==> config.mk <==
export PLATFORM = sky130hd
export DESIGN_NAME = game_timebase
export DESIGN_NICKNAME = d
export VERILOG_FILES = /design/src/rtl/game_timebase.sv
export SDC_FILE = /design/constraint.sdc
export NUM_CORES = 1
export LEC_CHECK = 0
export ABC_AREA = 1
export BUFFER_PORTS_ARGS = -buffer_cell sky130_fd_sc_hd__buf_2
export CAP_MARGIN = 10
export CORE_MARGIN = 2
export CORE_UTILIZATION = 63
export DETAILED_ROUTE_END_ITERATION = 10
export HOLD_SLACK_MARGIN = 0.05
export PLACE_DENSITY = 0.81
export SYNTH_ARGS = -nofsm -noshare
export SYNTH_HDL_FRONTEND = slang
export SYNTH_SLANG_ARGS = --single-unit
==> constraint.sdc <==
create_clock -name clk -period 3.7 [get_ports clk]
set_input_delay 0.185 -clock clk [delete_from_list [all_inputs] [get_ports clk]]
set_output_delay 0.185 -clock clk [all_outputs]
set_load 0.1 [all_outputs]
==> src/rtl/game_timebase.sv <==
// game_timebase
//   Paces the enemy spawner and mover with single-cycle spawn/advance strobes.
//   Periods shrink with level, turbo divides them, and an optional ice freeze
//   pauses everything for a fixed time.
//
//   Optional feature macro: GAME_TIMEBASE_ICE_EN (FREEZE state, ice timer,
//   frozen output). Without it, ice is ignored and frozen is tied low.
//
// Ports
//   clk       in   system clock
//   resetN    in   synchronous active-low reset
//   run       in   game running; low pauses the block
//   new_game  in   one-cycle pulse; clears level and counters, forces IDLE
//   turbo     in   level-sensitive fast mode
//   ice       in   one-cycle pulse; starts or restarts a freeze
//   spawn     out  one-cycle spawn strobe
//   advance   out  one-cycle advance strobe
//   lvl       out  current level (saturating)
//   frozen    out  high while in FREEZE
//
// state    | meaning
// ---------+---------------------------------------------------------
// S_IDLE   | paused or after new_game; counters, level held, no strobes
// S_RUN    | period counters advance, strobes issued
// S_FREEZE | ice timer running; counters and level held, no strobes

module game_timebase #(
   parameter int CNT_W          = 16,
   parameter int LVL_W          = 4,
   parameter int SPAWN_PERIOD   = 512,
   parameter int ADVANCE_PERIOD = 64,
   parameter int SPAWN_STEP     = 32,
   parameter int ADVANCE_STEP   = 4,
   parameter int MIN_PERIOD     = 8,
   parameter int TURBO_SHIFT    = 2,
   parameter int SPAWNS_PER_LVL = 16,
   parameter int ICE_CYCLES     = 1024
) (
   input  logic             clk,
   input  logic             resetN,
   input  logic             run,
   input  logic             new_game,
   input  logic             turbo,
   input  logic             ice,
   output logic             spawn,
   output logic             advance,
   output logic [LVL_W-1:0] lvl,
   output logic             frozen
);

   localparam int PW      = CNT_W + LVL_W;
   localparam int TALLY_W = (SPAWNS_PER_LVL > 1) ? $clog2(SPAWNS_PER_LVL) : 1;
   localparam int ICE_W   = $clog2(ICE_CYCLES + 1);
   localparam logic [LVL_W-1:0] LVL_MAX = '1;

   typedef enum logic [1:0] {
      S_IDLE   = 2'd0,
      S_RUN    = 2'd1,
      S_FREEZE = 2'd2
   } state_t;

   state_t             r_state;
   state_t             w_state_nxt;
   logic [CNT_W-1:0]   r_spawn_cnt;
   logic [CNT_W-1:0]   r_adv_cnt;
   logic [TALLY_W-1:0] r_tally;
   logic [LVL_W-1:0]   r_lvl;
   logic               r_spawn;
   logic               r_advance;
   logic [PW-1:0]      w_spawn_p;
   logic [PW-1:0]      w_adv_p;
   logic               w_spawn_hit;
   logic               w_adv_hit;
   logic               w_count_en;
   logic               w_ice_go;

   // Reduction is done in the wide domain and floored at zero before the
   // MIN_PERIOD clamp, so a large level never wraps into a huge period.
   function automatic logic [PW-1:0] f_period(input logic [PW-1:0]    i_base,
                                              input logic [PW-1:0]    i_step,
                                              input logic [LVL_W-1:0] i_lvl,
                                              input logic             i_turbo);
      logic [PW-1:0] w_red;
      logic [PW-1:0] w_p;
      w_red = PW'(i_lvl) * i_step;
      w_p   = (i_base > w_red) ? (i_base - w_red) : '0;
      if (w_p < PW'(MIN_PERIOD)) w_p = PW'(MIN_PERIOD);
      if (i_turbo) w_p = w_p >> TURBO_SHIFT;
      if (w_p == '0) w_p = PW'(1);
      return w_p;
   endfunction

   assign w_spawn_p   = f_period(PW'(SPAWN_PERIOD), PW'(SPAWN_STEP), r_lvl, turbo);
   assign w_adv_p     = f_period(PW'(ADVANCE_PERIOD), PW'(ADVANCE_STEP), r_lvl, turbo);

   // >= rather than == so a period that shrinks mid-count fires at once.
   assign w_spawn_hit = PW'(r_spawn_cnt) >= (w_spawn_p - PW'(1));
   assign w_adv_hit   = PW'(r_adv_cnt) >= (w_adv_p - PW'(1));

   // Count only in RUN cycles that stay in RUN: a cycle that leaves RUN
   // (run low, ice, new_game) must not register a strobe that would then
   // appear while paused or frozen.
   assign w_count_en  = (r_state == S_RUN) && (w_state_nxt == S_RUN);

`ifdef GAME_TIMEBASE_ICE_EN
   logic [ICE_W-1:0] r_ice_tmr;
   logic             r_frozen;

   assign w_ice_go = ice;
   assign frozen   = r_frozen;
`else
   logic [ICE_W:0] w_unused_ice;

   assign w_ice_go     = 1'b0;
   assign frozen       = 1'b0;
   assign w_unused_ice = {ice, ICE_W'(ICE_CYCLES - 1)};
`endif

   always_comb begin
      w_state_nxt = r_state;
      case (r_state)
         S_IDLE: begin
            if (run) w_state_nxt = S_RUN;
         end
         S_RUN: begin
            if (!run)          w_state_nxt = S_IDLE;
            else if (w_ice_go) w_state_nxt = S_FREEZE;
         end
`ifdef GAME_TIMEBASE_ICE_EN
         S_FREEZE: begin
            if (!run)                         w_state_nxt = S_IDLE;
            else if (!ice && r_ice_tmr == '0) w_state_nxt = S_RUN;
         end
`endif
         default: w_state_nxt = S_IDLE;
      endcase
      if (new_game) w_state_nxt = S_IDLE;
   end

   always_ff @(posedge clk) begin
      if (!resetN) begin
         r_state     <= S_IDLE;
         r_spawn     <= 1'b0;
         r_advance   <= 1'b0;
         r_lvl       <= '0;
         r_tally     <= '0;
         r_spawn_cnt <= '0;
         r_adv_cnt   <= '0;
      end else begin
         r_state   <= w_state_nxt;
         r_spawn   <= w_count_en && w_spawn_hit;
         r_advance <= w_count_en && w_adv_hit;
         if (new_game) begin
            r_lvl       <= '0;
            r_tally     <= '0;
            r_spawn_cnt <= '0;
            r_adv_cnt   <= '0;
         end else begin
            if (w_count_en) begin
               r_spawn_cnt <= w_spawn_hit ? '0 : r_spawn_cnt + CNT_W'(1);
               r_adv_cnt   <= w_adv_hit ? '0 : r_adv_cnt + CNT_W'(1);
            end
            // Tally on the registered strobe so lvl moves the cycle after it.
            if (r_spawn) begin
               if (r_tally == TALLY_W'(SPAWNS_PER_LVL - 1)) begin
                  r_tally <= '0;
                  if (r_lvl != LVL_MAX) r_lvl <= r_lvl + LVL_W'(1);
               end else begin
                  r_tally <= r_tally + TALLY_W'(1);
               end
            end
         end
      end
   end

`ifdef GAME_TIMEBASE_ICE_EN
   // Loaded with ICE_CYCLES-1 so FREEZE lasts ICE_CYCLES cycles including
   // the terminal-count cycle.
   always_ff @(posedge clk) begin
      if (!resetN) begin
         r_ice_tmr <= '0;
         r_frozen  <= 1'b0;
      end else begin
         r_frozen <= (w_state_nxt == S_FREEZE);
         if (new_game || w_state_nxt != S_FREEZE) r_ice_tmr <= '0;
         else if (ice)                            r_ice_tmr <= ICE_W'(ICE_CYCLES - 1);
         else if (r_ice_tmr != '0)                r_ice_tmr <= r_ice_tmr - ICE_W'(1);
      end
   end
`endif

   assign spawn   = r_spawn;
   assign advance = r_advance;
   assign lvl     = r_lvl;

endmodule
==> impl_metrics.json <==
{
  "syn_area_um2": 3370,
  "drt_iter0_markers": 96,
  "yosys.area.top_type_share": 0.262,
  "core-area_um2": 5140,
  "drive_gt1_frac": 0.141,
  "wl_per_cell_um": 12.0,
  "leakage_nw": 1.85,
  "cts_sinks": 44,
  "grt_pass1_vias": 2856,
  "syn_inst": 467,
  "antenna_found_initial": 0,
  "ios": 13,
  "yosysTopAreaCell": "dfxtp_1",
  "fillers": 423,
  "via_per_inst": 5.20,
  "wl_mm": 6.79,
  "slew_headroom": 0.644,
  "nets": 544,
  "startpoint": "lvl[1]",
  "ys_seq_elements": 44,
  "status": "completed",
  "grt_overflow": 0,
  "grt_pass1_wl_mm": 11.8,
  "drc": 0,
  "power.density_nw_per_um2": 264,
  "tritoncts": "built",
  "initial_core_util": 0.655,
  "cp_max_fo": 6,
  "placement.cell_area_um2": 3540,
  "grtUsageTotal": 0.241,
  "highest_layer": "met4",
  "clockBufferDepth": 2,
  "htreeDepth": 2,
  "min_from": "resetN",
  "hold_viol_final": 0,
  "worstPathRequired_ps": 3890,
  "max_clock_freq_mhz": 289,
  "area_growth_pct": 11.6,
  "row_count": 26,
  "synth_area_leaders": "dfxtp_1, ha_1, nand2_1",
  "multi_input_area_um2": 2210,
  "setup_violations": 0,
  "ant_nets": 0,
  "dr.pass1.iters": 4,
  "period_minus_slack_ps": 3460,
  "hold_buffers": 0,
  "r2r-start": "lvl[1]",
  "path_class": "flop to flop",
  "drt-met1-wl_mm": 3.08,
  "drv_slew": 0,
  "diodes": 0,
  "final_util": 0.731,
  "cp-start-kind": "flop",
  "die-area_um2": 5950,
  "dieHeight_um": 77.1,
  "gp_congestion": 0.821,
  "post-dp-hpwl_mm": 5.17,
  "worstMarginPinSlew_ps": 531,
  "root_buffer": "clkbuf_8",
  "cts_buffers": 5,
  "fin_crit_sh": 0.936,
  "clkSlewWorstSetupHoldPaths_ps": 80,
  "design_area_um2": 3760,
  "clock_latency_ps": 300,
  "avgSynthCellArea_um2": 7.21,
  "setup.worst_path.end_class": "flop",
  "critPathArrivalTime_ps": 3650,
  "grt_max_degree": 18,
  "clock-skew-final_ps": 9.92,
  "yosysWarningCount": 0,
  "ir_worst_vdd_mv": 0.200,
  "hold_path_class": "input pin to flop",
  "fp.dieW_um": 77.1,
  "drv_cap": 0,
  "seqCellArea_um2": 886,
  "wl_met2_mm": 3.45,
  "synth_seq_area_share": 0.262,
  "wl_met3_um": 166,
  "netlist-cell-type-count": 35,
  "port_buffers": 10,
  "via_count": 2951
}
-- kinds of logic after synthesis --
family	share of synthesized area
other	0.00223
AND/OR/NAND/NOR	0.336
adder cells (fa/ha/maj)	0.149
flip-flops	0.262
AO/OA/AOI/OAI	0.0665
buffers and inverters	0.104
XOR/XNOR	0.0806
-- Yosys cell counts --
library cell / instances
nand2_1: 85
inv_1: 73
nor2_1: 50
dfxtp_1: 44
ha_1: 40
nand3_1: 30
xor2_1: 25
a21oi_1: 15
nand4_1: 13
o21ai_0: 13
nor2_4: 12
nor3_1: 12
nand2_2: 6
xnor2_1: 6
inv_2: 5
nand2_4: 5
nand3_2: 4
o21bai_1: 4
nor3b_1: 3
a21o_1: 2
a31oi_1: 2
buf_4: 2
conb_1: 2
nor2_2: 2
nor4_1: 2
a211oi_1: 1
a22oi_1: 1
buf_12: 1
buf_2: 1
buf_6: 1
clkbuf_1: 1
clkinv_1: 1
nand3_4: 1
o21ai_1: 1
o22ai_1: 1
-- where the power goes --
group	total (W)	internal [W]	switching, W	leakage (nW)
Combinational	0.0000895	0.0000307	0.0000588	1.43
Sequential	0.000474	0.000473	0.000000350	0.356
Clock	0.000427	0.000266	0.000162	0.0642
-- layout by cell type, fill, tap and decap left out, types with 13 or more instances in the layout --
cell | synthesis | layout
a21oi_1 | 15 | 15
conb_1 | 2 | 13
dfxtp_1 | 44 | 42
ha_1 | 40 | 39
inv_1 | 73 | 73
nand2_1 | 85 | 83
nand3_1 | 30 | 30
nand4_1 | 13 | 13
nor2_1 | 50 | 49
o21ai_0 | 13 | 13
xor2_1 | 25 | 25
-- cell type report --
type | count | share of cell area
Timing Repair Buffer | 19 | 0.0393
Clock inverter | 2 | 0.0160
Multi-Input combinational cell | 349 | 0.589
Sequential cell | 44 | 0.236
Clock buffer | 5 | 0.0183
Inverter | 79 | 0.0789
Tap cell | 70 | 0.0233
-- critical path: stages, from the launching register on --
cell and delay [ps]:
dfxtp_4 380, inv_1 50, ha_2 340, inv_1 80, nand4_1 140, nor2_2 80, o21ai_2 190, ha_1 170
inv_1 60, nor2_1 100, nand3_1 130, nor2_4 130, nand2_1 60, xor2_1 140, ha_1 280, nand4_1 140
a21o_1 190, nand2_1 70, nand3_2 70, nand2_1 70, inv_2 40, nand3_2 70, nand2_4 70, nand2_8 110
clkbuf_16 160, nor2_4 30
-- sequential cells by signal, indices dropped and copies added, names as in the netlist --
name / count
advance: 1
r_adv_cnt: 16
spawn: 1
r_spawn_cnt: 16
lvl: 4
r_state: 2
r_tally: 4
-- repair_timing --
item	4_1_cts	5_1_grt
setup endpoints to repair	0	24
resized for setup	0	9
buffers inserted	0	3
hold endpoints to repair	0	0
-- per-layer routing --
metal,GRT usage,vias up
met5,0,-
met4,0.0714,0
met3,0.0412,12
met2,0.437,40
met1,0.289,1357
li1,-,1542
-- stage by stage --
step	setup TNS (ps)	instances	setup WS [ps]	power (W)	hold WS, ps
after global routing	-26.3	568	-7.49	0.00103	162
after CTS	0	564	102	0.000989	141
final	0	568	238	0.000990	149
after detailed placement	0	557	159	0.000567	458
after global placement	0	557	288	0.000564	453
after floorplan	0	478	16.7	0.000552	348
-- worst paths after layout --
path	to	slack (ps)	depth (start not counted)
worst max-delay path	r_spawn_cnt[13]	240	25
worst min-delay path	advance	150	3
worst max register to register	r_spawn_cnt[13]	240	25
worst min register to register	r_tally[1]	490	2
Power figures use the tool's default switching activity.
